==> src/rtl/vlb_reg_master_if.sv <==
// vlb_reg_master_if: bundles the command, response and VLB request/response
// signals of the VLB register access engine.
//   master modport : the engine (drives cmd_ready, rsp_*, vlb_req/we/addr/wdata)
//   slave modport  : the agent and responder side (drives everything else)
interface vlb_reg_master_if #(
  parameter int ADDR_W = 32,
  parameter int DATA_W = 32
);
  logic              cmd_valid;
  logic              cmd_ready;
  logic              cmd_rnw;
  logic [ADDR_W-1:0] cmd_addr;
  logic [DATA_W-1:0] cmd_wdata;
  logic              rsp_valid;
  logic              rsp_ready;
  logic [DATA_W-1:0] rsp_rdata;
  logic              rsp_err;
  logic              vlb_req;
  logic              vlb_we;
  logic [ADDR_W-1:0] vlb_addr;
  logic [DATA_W-1:0] vlb_wdata;
  logic [DATA_W-1:0] vlb_rdata;
  logic              vlb_ack;

  modport master (
    input  cmd_valid, cmd_rnw, cmd_addr, cmd_wdata, rsp_ready, vlb_rdata, vlb_ack,
    output cmd_ready, rsp_valid, rsp_rdata, rsp_err, vlb_req, vlb_we, vlb_addr, vlb_wdata
  );

  modport slave (
    output cmd_valid, cmd_rnw, cmd_addr, cmd_wdata, rsp_ready, vlb_rdata, vlb_ack,
    input  cmd_ready, rsp_valid, rsp_rdata, rsp_err, vlb_req, vlb_we, vlb_addr, vlb_wdata
  );
endinterface

==> src/rtl/vlb_reg_master.sv <==
// vlb_reg_master: initiator-side VLB register access engine.
// Accepts one read/write command at a time, runs exactly one VLB transaction
// for it (none for a misaligned address) and returns data/status on the
// response port. All bus and response fields come straight from flops;
// cmd_ready and rsp_valid are pure state decodes.
// Optional feature: define VLB_REG_MASTER_TIMEOUT_EN to abort a bus
// transaction that sees no vlb_ack within TIMEOUT_CYCLES BUS cycles.
module vlb_reg_master #(
  parameter int ADDR_W         = 32,
  parameter int DATA_W         = 32,
  parameter int TIMEOUT_CYCLES = 16
) (
  input  logic              clk,
  input  logic              rst,
  vlb_reg_master_if.master  bus
);

  // The counter is 8 bits wide, so the limit must fit and be non-zero.
  if ((TIMEOUT_CYCLES < 1) || (TIMEOUT_CYCLES > 255)) begin : g_timeout_range
    $error("vlb_reg_master: TIMEOUT_CYCLES must be in 1..255");
  end

  typedef enum logic [1:0] {
    ST_IDLE = 2'd0,
    ST_BUS  = 2'd1,
    ST_RESP = 2'd2
  } state_t;

  state_t            state_r;
  state_t            state_nxt_s;
  logic              misaligned_s;
  logic              cmd_ready_s;
  logic              rsp_valid_s;
  logic              vlb_req_r;
  logic              vlb_req_nxt_s;
  logic              vlb_we_r;
  logic              vlb_we_nxt_s;
  logic [ADDR_W-1:0] vlb_addr_r;
  logic [ADDR_W-1:0] vlb_addr_nxt_s;
  logic [DATA_W-1:0] vlb_wdata_r;
  logic [DATA_W-1:0] vlb_wdata_nxt_s;
  logic [DATA_W-1:0] rsp_rdata_r;
  logic [DATA_W-1:0] rsp_rdata_nxt_s;
  logic              rsp_err_r;
  logic              rsp_err_nxt_s;

`ifdef VLB_REG_MASTER_TIMEOUT_EN
  // Last BUS cycle index (0-based) that may still complete before aborting.
  localparam logic [7:0] TMO_LAST_C = 8'(TIMEOUT_CYCLES - 1);

  logic [7:0] tmo_cnt_r;
  logic [7:0] tmo_cnt_nxt_s;
  logic       tmo_hit_s;

  // Timeout fires only when no ack arrives in the final allowed BUS cycle.
  assign tmo_hit_s = (state_r == ST_BUS) && !bus.vlb_ack && (tmo_cnt_r == TMO_LAST_C);
`endif

  assign misaligned_s = (bus.cmd_addr[1:0] != 2'b00);

  // State register.
  always_ff @(posedge clk) begin
    if (rst) begin
      state_r <= ST_IDLE;
    end else begin
      state_r <= state_nxt_s;
    end
  end

  // Next-state logic: one bus transaction per command, then hold the response.
  always_comb begin
    state_nxt_s = state_r;
    case (state_r)
      ST_IDLE: begin
        if (bus.cmd_valid) begin
          state_nxt_s = misaligned_s ? ST_RESP : ST_BUS;
        end else begin
          state_nxt_s = ST_IDLE;
        end
      end
      ST_BUS: begin
        if (bus.vlb_ack) begin
          state_nxt_s = ST_RESP;
        end
`ifdef VLB_REG_MASTER_TIMEOUT_EN
        else if (tmo_hit_s) begin
          state_nxt_s = ST_RESP;
        end
`endif
        else begin
          state_nxt_s = ST_BUS;
        end
      end
      ST_RESP: begin
        if (bus.rsp_ready) begin
          state_nxt_s = ST_IDLE;
        end else begin
          state_nxt_s = ST_RESP;
        end
      end
      default: begin
        state_nxt_s = ST_IDLE;
      end
    endcase
  end

  // Output logic: handshake decodes plus next values of the registered outputs.
  always_comb begin
    cmd_ready_s     = (state_r == ST_IDLE) && !rst;
    rsp_valid_s     = (state_r == ST_RESP);
    vlb_req_nxt_s   = vlb_req_r;
    vlb_we_nxt_s    = vlb_we_r;
    vlb_addr_nxt_s  = vlb_addr_r;
    vlb_wdata_nxt_s = vlb_wdata_r;
    rsp_rdata_nxt_s = rsp_rdata_r;
    rsp_err_nxt_s   = rsp_err_r;
`ifdef VLB_REG_MASTER_TIMEOUT_EN
    tmo_cnt_nxt_s   = tmo_cnt_r;
`endif
    case (state_r)
      ST_IDLE: begin
        if (bus.cmd_valid) begin
          if (misaligned_s) begin
            // Rejected without touching the bus.
            vlb_req_nxt_s   = 1'b0;
            rsp_err_nxt_s   = 1'b1;
            rsp_rdata_nxt_s = {DATA_W{1'b0}};
          end else begin
            vlb_req_nxt_s   = 1'b1;
            vlb_we_nxt_s    = ~bus.cmd_rnw;
            vlb_addr_nxt_s  = bus.cmd_addr;
            vlb_wdata_nxt_s = bus.cmd_wdata;
`ifdef VLB_REG_MASTER_TIMEOUT_EN
            tmo_cnt_nxt_s   = 8'd0;
`endif
          end
        end else begin
          vlb_req_nxt_s = 1'b0;
        end
      end
      ST_BUS: begin
        if (bus.vlb_ack) begin
          // Ack wins over a timeout landing in the same cycle.
          vlb_req_nxt_s   = 1'b0;
          rsp_rdata_nxt_s = vlb_we_r ? {DATA_W{1'b0}} : bus.vlb_rdata;
          rsp_err_nxt_s   = 1'b0;
        end
`ifdef VLB_REG_MASTER_TIMEOUT_EN
        else if (tmo_hit_s) begin
          vlb_req_nxt_s   = 1'b0;
          rsp_rdata_nxt_s = {DATA_W{1'b0}};
          rsp_err_nxt_s   = 1'b1;
        end
`endif
        else begin
          vlb_req_nxt_s = 1'b1;
`ifdef VLB_REG_MASTER_TIMEOUT_EN
          tmo_cnt_nxt_s = tmo_cnt_r + 8'd1;
`endif
        end
      end
      ST_RESP: begin
        vlb_req_nxt_s = 1'b0;
      end
      default: begin
        vlb_req_nxt_s = 1'b0;
      end
    endcase
  end

  // Registered bus and response fields; reset abandons any transaction.
  always_ff @(posedge clk) begin
    if (rst) begin
      vlb_req_r   <= 1'b0;
      vlb_we_r    <= 1'b0;
      vlb_addr_r  <= {ADDR_W{1'b0}};
      vlb_wdata_r <= {DATA_W{1'b0}};
      rsp_rdata_r <= {DATA_W{1'b0}};
      rsp_err_r   <= 1'b0;
`ifdef VLB_REG_MASTER_TIMEOUT_EN
      tmo_cnt_r   <= 8'd0;
`endif
    end else begin
      vlb_req_r   <= vlb_req_nxt_s;
      vlb_we_r    <= vlb_we_nxt_s;
      vlb_addr_r  <= vlb_addr_nxt_s;
      vlb_wdata_r <= vlb_wdata_nxt_s;
      rsp_rdata_r <= rsp_rdata_nxt_s;
      rsp_err_r   <= rsp_err_nxt_s;
`ifdef VLB_REG_MASTER_TIMEOUT_EN
      tmo_cnt_r   <= tmo_cnt_nxt_s;
`endif
    end
  end

  assign bus.cmd_ready = cmd_ready_s;
  assign bus.rsp_valid = rsp_valid_s;
  assign bus.rsp_rdata = rsp_rdata_r;
  assign bus.rsp_err   = rsp_err_r;
  assign bus.vlb_req   = vlb_req_r;
  assign bus.vlb_we    = vlb_we_r;
  assign bus.vlb_addr  = vlb_addr_r;
  assign bus.vlb_wdata = vlb_wdata_r;

endmodule

==> src/flat_wrapper.sv <==
// flat-port wrapper written by rule: the top's interface ports become plain ports
module vlb_reg_master_flat 
#(
  parameter int ADDR_W         = 32,
  parameter int DATA_W         = 32,
  parameter int TIMEOUT_CYCLES = 16
)
  (clk, rst, bus_cmd_valid, bus_cmd_rnw, bus_cmd_addr, bus_cmd_wdata, bus_rsp_ready, bus_vlb_rdata, bus_vlb_ack, bus_cmd_ready, bus_rsp_valid, bus_rsp_rdata, bus_rsp_err, bus_vlb_req, bus_vlb_we, bus_vlb_addr, bus_vlb_wdata);
  vlb_reg_master_if #(.ADDR_W(ADDR_W), .DATA_W(DATA_W)) bus_i ();
  input  logic clk;
  input  logic rst;
  input wire logic [$bits(bus_i.cmd_valid)-1:0] bus_cmd_valid;
  input wire logic [$bits(bus_i.cmd_rnw)-1:0] bus_cmd_rnw;
  input wire logic [$bits(bus_i.cmd_addr)-1:0] bus_cmd_addr;
  input wire logic [$bits(bus_i.cmd_wdata)-1:0] bus_cmd_wdata;
  input wire logic [$bits(bus_i.rsp_ready)-1:0] bus_rsp_ready;
  input wire logic [$bits(bus_i.vlb_rdata)-1:0] bus_vlb_rdata;
  input wire logic [$bits(bus_i.vlb_ack)-1:0] bus_vlb_ack;
  output wire logic [$bits(bus_i.cmd_ready)-1:0] bus_cmd_ready;
  output wire logic [$bits(bus_i.rsp_valid)-1:0] bus_rsp_valid;
  output wire logic [$bits(bus_i.rsp_rdata)-1:0] bus_rsp_rdata;
  output wire logic [$bits(bus_i.rsp_err)-1:0] bus_rsp_err;
  output wire logic [$bits(bus_i.vlb_req)-1:0] bus_vlb_req;
  output wire logic [$bits(bus_i.vlb_we)-1:0] bus_vlb_we;
  output wire logic [$bits(bus_i.vlb_addr)-1:0] bus_vlb_addr;
  output wire logic [$bits(bus_i.vlb_wdata)-1:0] bus_vlb_wdata;
  assign bus_i.cmd_valid = bus_cmd_valid;
  assign bus_i.cmd_rnw = bus_cmd_rnw;
  assign bus_i.cmd_addr = bus_cmd_addr;
  assign bus_i.cmd_wdata = bus_cmd_wdata;
  assign bus_i.rsp_ready = bus_rsp_ready;
  assign bus_i.vlb_rdata = bus_vlb_rdata;
  assign bus_i.vlb_ack = bus_vlb_ack;
  assign bus_cmd_ready = bus_i.cmd_ready;
  assign bus_rsp_valid = bus_i.rsp_valid;
  assign bus_rsp_rdata = bus_i.rsp_rdata;
  assign bus_rsp_err = bus_i.rsp_err;
  assign bus_vlb_req = bus_i.vlb_req;
  assign bus_vlb_we = bus_i.vlb_we;
  assign bus_vlb_addr = bus_i.vlb_addr;
  assign bus_vlb_wdata = bus_i.vlb_wdata;
  vlb_reg_master #(.ADDR_W(ADDR_W), .DATA_W(DATA_W), .TIMEOUT_CYCLES(TIMEOUT_CYCLES)) u_core (.clk(clk), .rst(rst), .bus(bus_i));
endmodule
==> config.mk <==
export PLATFORM = sky130hd
export DESIGN_NAME = vlb_reg_master_flat
export DESIGN_NICKNAME = d
export VERILOG_FILES = /design/src/rtl/vlb_reg_master_if.sv /design/src/rtl/vlb_reg_master.sv /design/src/flat_wrapper.sv
export SDC_FILE = /design/constraint.sdc
export NUM_CORES = 1
export LEC_CHECK = 0
export BUFFER_PORTS_ARGS = -buffer_cell sky130_fd_sc_hd__buf_2
export CORE_MARGIN = 4
export CORE_UTILIZATION = 45
export CTS_BUF_LIST = sky130_fd_sc_hd__clkbuf_4 sky130_fd_sc_hd__clkbuf_8
export CTS_CLUSTER_DIAMETER = 80
export DETAILED_ROUTE_END_ITERATION = 7
export PLACE_DENSITY = 0.77
export SYNTH_ARGS = -nofsm -noshare
export SYNTH_HDL_FRONTEND = slang
export SYNTH_SLANG_ARGS = --single-unit
==> constraint.sdc <==
create_clock -name clk -period 1.8 [get_ports clk]
set_input_delay 0.36 -clock clk [delete_from_list [all_inputs] [get_ports clk]]
set_output_delay 0.36 -clock clk [all_outputs]
set_load 0.02 [all_outputs]
# Word-level counts from Yosys, hierarchy flattened
# Index checks and enable logic that the tools add are counted.
[classes] n_eq_ne=5 muxes=18 n_bitwise=2 reduce_logical=7
[ops] cell="$mux W32" count=4
[ops] cell="$pmux W32 S2" count=1
[ops] cell="$mux W2" count=4
[ops] cell="$mux W1" count=6
[ops] cell="$pmux W2 S3" count=1
[ops] cell="$ne A2 B2 Y1 const B" count=2
[ops] cell="$pmux W1 S2" count=2
[ops] cell="$reduce_and A4 Y1" count=1
[ops] cell="$reduce_bool A2 Y1" count=2
[ops] cell="$reduce_and A3 Y1" count=1
[ops] cell="$eq A2 B1 Y1 const B" count=1
[ops] cell="$eq A2 B2 Y1 const B" count=1
[ops] cell="$logic_not A2 Y1" count=1
[ops] cell="$ne A2 B1 Y1 const B" count=1
[ops] cell="$not A1 Y1" count=2
[ops] cell="$logic_and A1 B1 Y1" count=1
[ops] cell="$logic_not A1 Y1" count=1
[totals] ff_bits=101 inputBits=102 output_inout_bits=101

# Longest topological paths before layout
[logic_depth] word_depth=4 ltp_mapped=6 ltp_nobuf=3

# Worst setup path before layout
# OpenSTA, ideal clock, no wires.
[synth_path] kind="in2out" from="in rst" to="out bus_cmd_ready" arrival_ns=1.328 setup_slack_ns=0.112 path_stages=3 n_path_buf=2 path_cell_list="clkbuf_1 > buf_1 > nor3_1"
[synth_via] elab_chain_len=2
[synth_rtl] item="from (decl)" line="flat_wrapper.sv:11" source="input logic rst;"
[synth_rtl] item="$logic_not A1 Y1" line="vlb_reg_master.sv:109" source="cmd_ready_s = (state_r == ST_IDLE) && !rst;"
[synth_rtl] item="$logic_and A1 B1 Y1" line="vlb_reg_master.sv:109"
[synth_rtl] item="to (decl)" line="flat_wrapper.sv:19" source="output wire logic [$bits(bus_i.cmd_ready)-1:0] bus_cmd_ready;"
# No other way between the ends.

# Worst setup path in the final report
[layout_path] from="reg u_core.state_r[0]" to="out bus_cmd_ready"
[layout_via] elab_chain_len=2
[layout_rtl] item="from (decl)" line="vlb_reg_master.sv:29" source="state_t state_r;"
[layout_rtl] item="from (signal assigned)" line="vlb_reg_master.sv:66" source="state_r <= state_nxt_s;"
[layout_rtl] item="$logic_not A2 Y1" line="vlb_reg_master.sv:109"
[layout_rtl] item="$logic_and A1 B1 Y1" line="vlb_reg_master.sv:109"
# No other way between the ends.

==> metrics.cfg <==
[logic_synthesis]
synth.distinct_cells=26
ys_dominant_reg_cell=dfxtp_1
ys_warn_count=0
async_reset_ff_share_pct=0
syn-cell-area_mm2=0.00451
synth_edf_count=0
synth_top_area_cell=dfxtp_1
synth_mux_area_share_pct=13.8
synth.most_common_cell=nand2_1
syn_nets=588
synth_fa_ha_area_share_pct=0
yosys-top-cells-area=dfxtp_1 (45%), mux2i_1 (14%), nand2_1 (13%)
syn-instance-count=486
avgSynthCellArea_um2=9.27
synth-compound-area-share_pct=17.9
synth_top_area_share_pct=44.9
synth_seq_cells=101
synth-simple-area-share_pct=14.9
synth_xor_area_share_pct=0
synth_common_cells=nand2_1 (157), dfxtp_1 (101), mux2i_1 (62)
synth_top_family_by_area=compound AO/OA/AOI/OAI gates
ys_seq_area_share_pct=44.9

[final_layout]
antennaDiodeCount=0
drive_gt1_share_pct=40.1
fin_area_mm2=0.00584
final_net_count=770
n_fill_cell=878
syn_to_final_growth_pct=29.5

[placement]
portBuffers=202
placed_area_mm2=0.00563
hpwl_um=8820
gp_congestion=0.809
dp_slack_ns=0.264

[cts]
clk_latency_ns=0.35
clk_path_buf_depth=2
cts_sinks=101
cts_made_buffers=9
cts_tree=built
post_cts_resized=0
clk_pin_slew_ns=0.10
post_cts_buffers=0
clock-root-buffer=clkbuf_8
cts_max_level=3
holdBufCountCts=0

[grt]
grt_pass1_wl_um=19100
grt_util_all_layers_pct=20.1
antenna_found_initial=0
grt-ovfl-total=0
first_global_vias=4058
grt_max_degree=64

[floorplanning]
core_mm2=0.00977
die_h_um=108
initial_utilization_pct=46.1
rows=36
die_w_um=108
fp.dieArea_mm2=0.0117
ios=203

[route]
finalWirelength_um=12100
wire_per_inst_um=15.1
postRouteAntennaNets=0
vias_per_cell=5.17
first_pass_iters=4
drc_errors=0
drt-initial-drc-count=231
num_vias=4166

[critical_path]
cp_num_buf_inv=2
rr_worst_depth=4
rr_endpoint=u_core.bus.vlb_addr[14]
reg2reg_from=u_core.state_r[1]
critPathMaxStageDelay_ns=0.40
worstPathCellList=buf_4, nor3_2, buf_2
crit_slowest_cell=dfxtp_1
startpoint_type=register
regToRegSetupSlack_ns=0.29
endpoint_kind=output port
worstPathMaxFanout=7
cp.arrival_ns=1.30
crit_required_ns=1.44
worst-setup-path-type=register to output port
critPathTopFamily=flip-flops

[power]
switching_share_pct=27.0
power_density_mw_per_mm2=759
p_clk_share_pct=33.5
p_leak_nw=2.68
vdd_drop_max_mv=0.463
p_sw_mw=1.20
intPower_mw=3.24
p_comb_share_pct=13.8
p_seq_share_pct=52.7

[sta]
clock_skew_ns=0.0102
timing.final.crit_period_ns=1.66
worst_slew_pin_slew_ns=0.485
worst_slack_ns=0.137
slew_viol_final=0
fin_tns_setup_ns=0
hold_viol=0
fmaxAchievable_mhz=601
relSlewSlack_pct=67.6
hold_ws_ns=0.204
rsz0062_at_grt=false
fin_crit_sh_pct=92.4
setup_viol=0

[min_path]
hold_class=input port to register
hold_path_depth=2
whs_endpoint=u_core.bus.vlb_we
min_from=bus_cmd_rnw

[run_status]
status=finished, final reports clean

[job]
drv_cap=0

[flip-flops by register name (all words and copies together) (netlist names)]
register	cells
u_core.bus.rsp_rdata	32
u_core.bus.vlb_addr	32
u_core.bus.vlb_wdata	32
u_core.state_r	2
u_core.bus.rsp_err	1
u_core.bus.vlb_req	1
u_core.bus.vlb_we	1
[power by group through the flow]
| stage | Sequential (mW) | Combinational (mW) | Clock, mW |
|---|---|---|---|
| after floorplan | 2.45 | 0.288 | 0 |
| after global placement | 2.38 | 0.598 | 0 |
| after detailed placement | 2.39 | 0.612 | 0 |
| after CTS | 2.34 | 0.613 | 1.51 |
| after global routing | 2.34 | 0.664 | 1.60 |
| final | 2.34 | 0.611 | 1.48 |
[worst max-delay path by stage]
stage                           start                 endpoint  slack [ns]  cells after the start
floorplan                         rst            bus_cmd_ready        0.11                      3
global placement                  rst  u_core.bus.rsp_rdata[2]        0.34                      4
detailed placement      bus_cmd_valid  u_core.bus.vlb_addr[14]        0.26                      5
CTS                 u_core.state_r[0]            bus_cmd_ready        0.07                      3
global route        u_core.state_r[0]            bus_cmd_ready        0.08                      3
finish              u_core.state_r[0]            bus_cmd_ready        0.14                      3
[layout by cell type, fill, tap and decap left out, types with 2 or more instances in the layout]
master / n
mux2i_1: 62
and3_1: 3
clkbuf_8: 10
clkinvlp_4: 2
o21ai_0: 4
a21oi_1: 3
a221oi_1: 2
nand2_1: 157
buf_2: 202
o221ai_2: 30
o2111ai_1: 32
inv_1: 32
buf_4: 10
dfxtp_1: 101
nand2b_1: 2
buf_12: 6
o221ai_1: 2
[metrics by stage]
stage / total power, mW / utilization, % / std cells
after CTS: 4.46 / 59.7 / 806
final: 4.43 / 59.7 / 806
after floorplan: 2.74 / - / 486
after global routing: 4.61 / 59.7 / 806
after global placement: 2.98 / 57.6 / 790
after detailed placement: 3.00 / 57.6 / 790
[logic make-up (layout without fill, tap and decap cells)]
kind of cell           after synthesis  in the layout
flip-flops                         101            101
AND/OR/NAND/NOR                    169            169
buffers and inverters               80            267
AO/OA/AOI/OAI                       74             74
multiplexers                        62             62
[metal layers]
metal	GRT usage, %	up-vias	share of wire [%]
met1	24.0	1940	40
met3	6.21	22	9.5
met4	7.39	0	2.3
met2	34.0	173	48
met5	0	-	0
li1	-	2031	-
[cell type report]
| cell class | count | area, um2 | area share (%) |
|---|---|---|---|
| Inverter | 33 | 126 | 2.17 |
| Sequential cell | 101 | 2020 | 34.6 |
| Clock buffer | 11 | 145 | 2.49 |
| Timing Repair Buffer | 218 | 1210 | 20.7 |
| Clock inverter | 5 | 58.8 | 1.01 |
| Tap cell | 133 | 166 | 2.85 |
| Multi-Input combinational cell | 305 | 2110 | 36.2 |
Power figures use the tool's default switching activity.
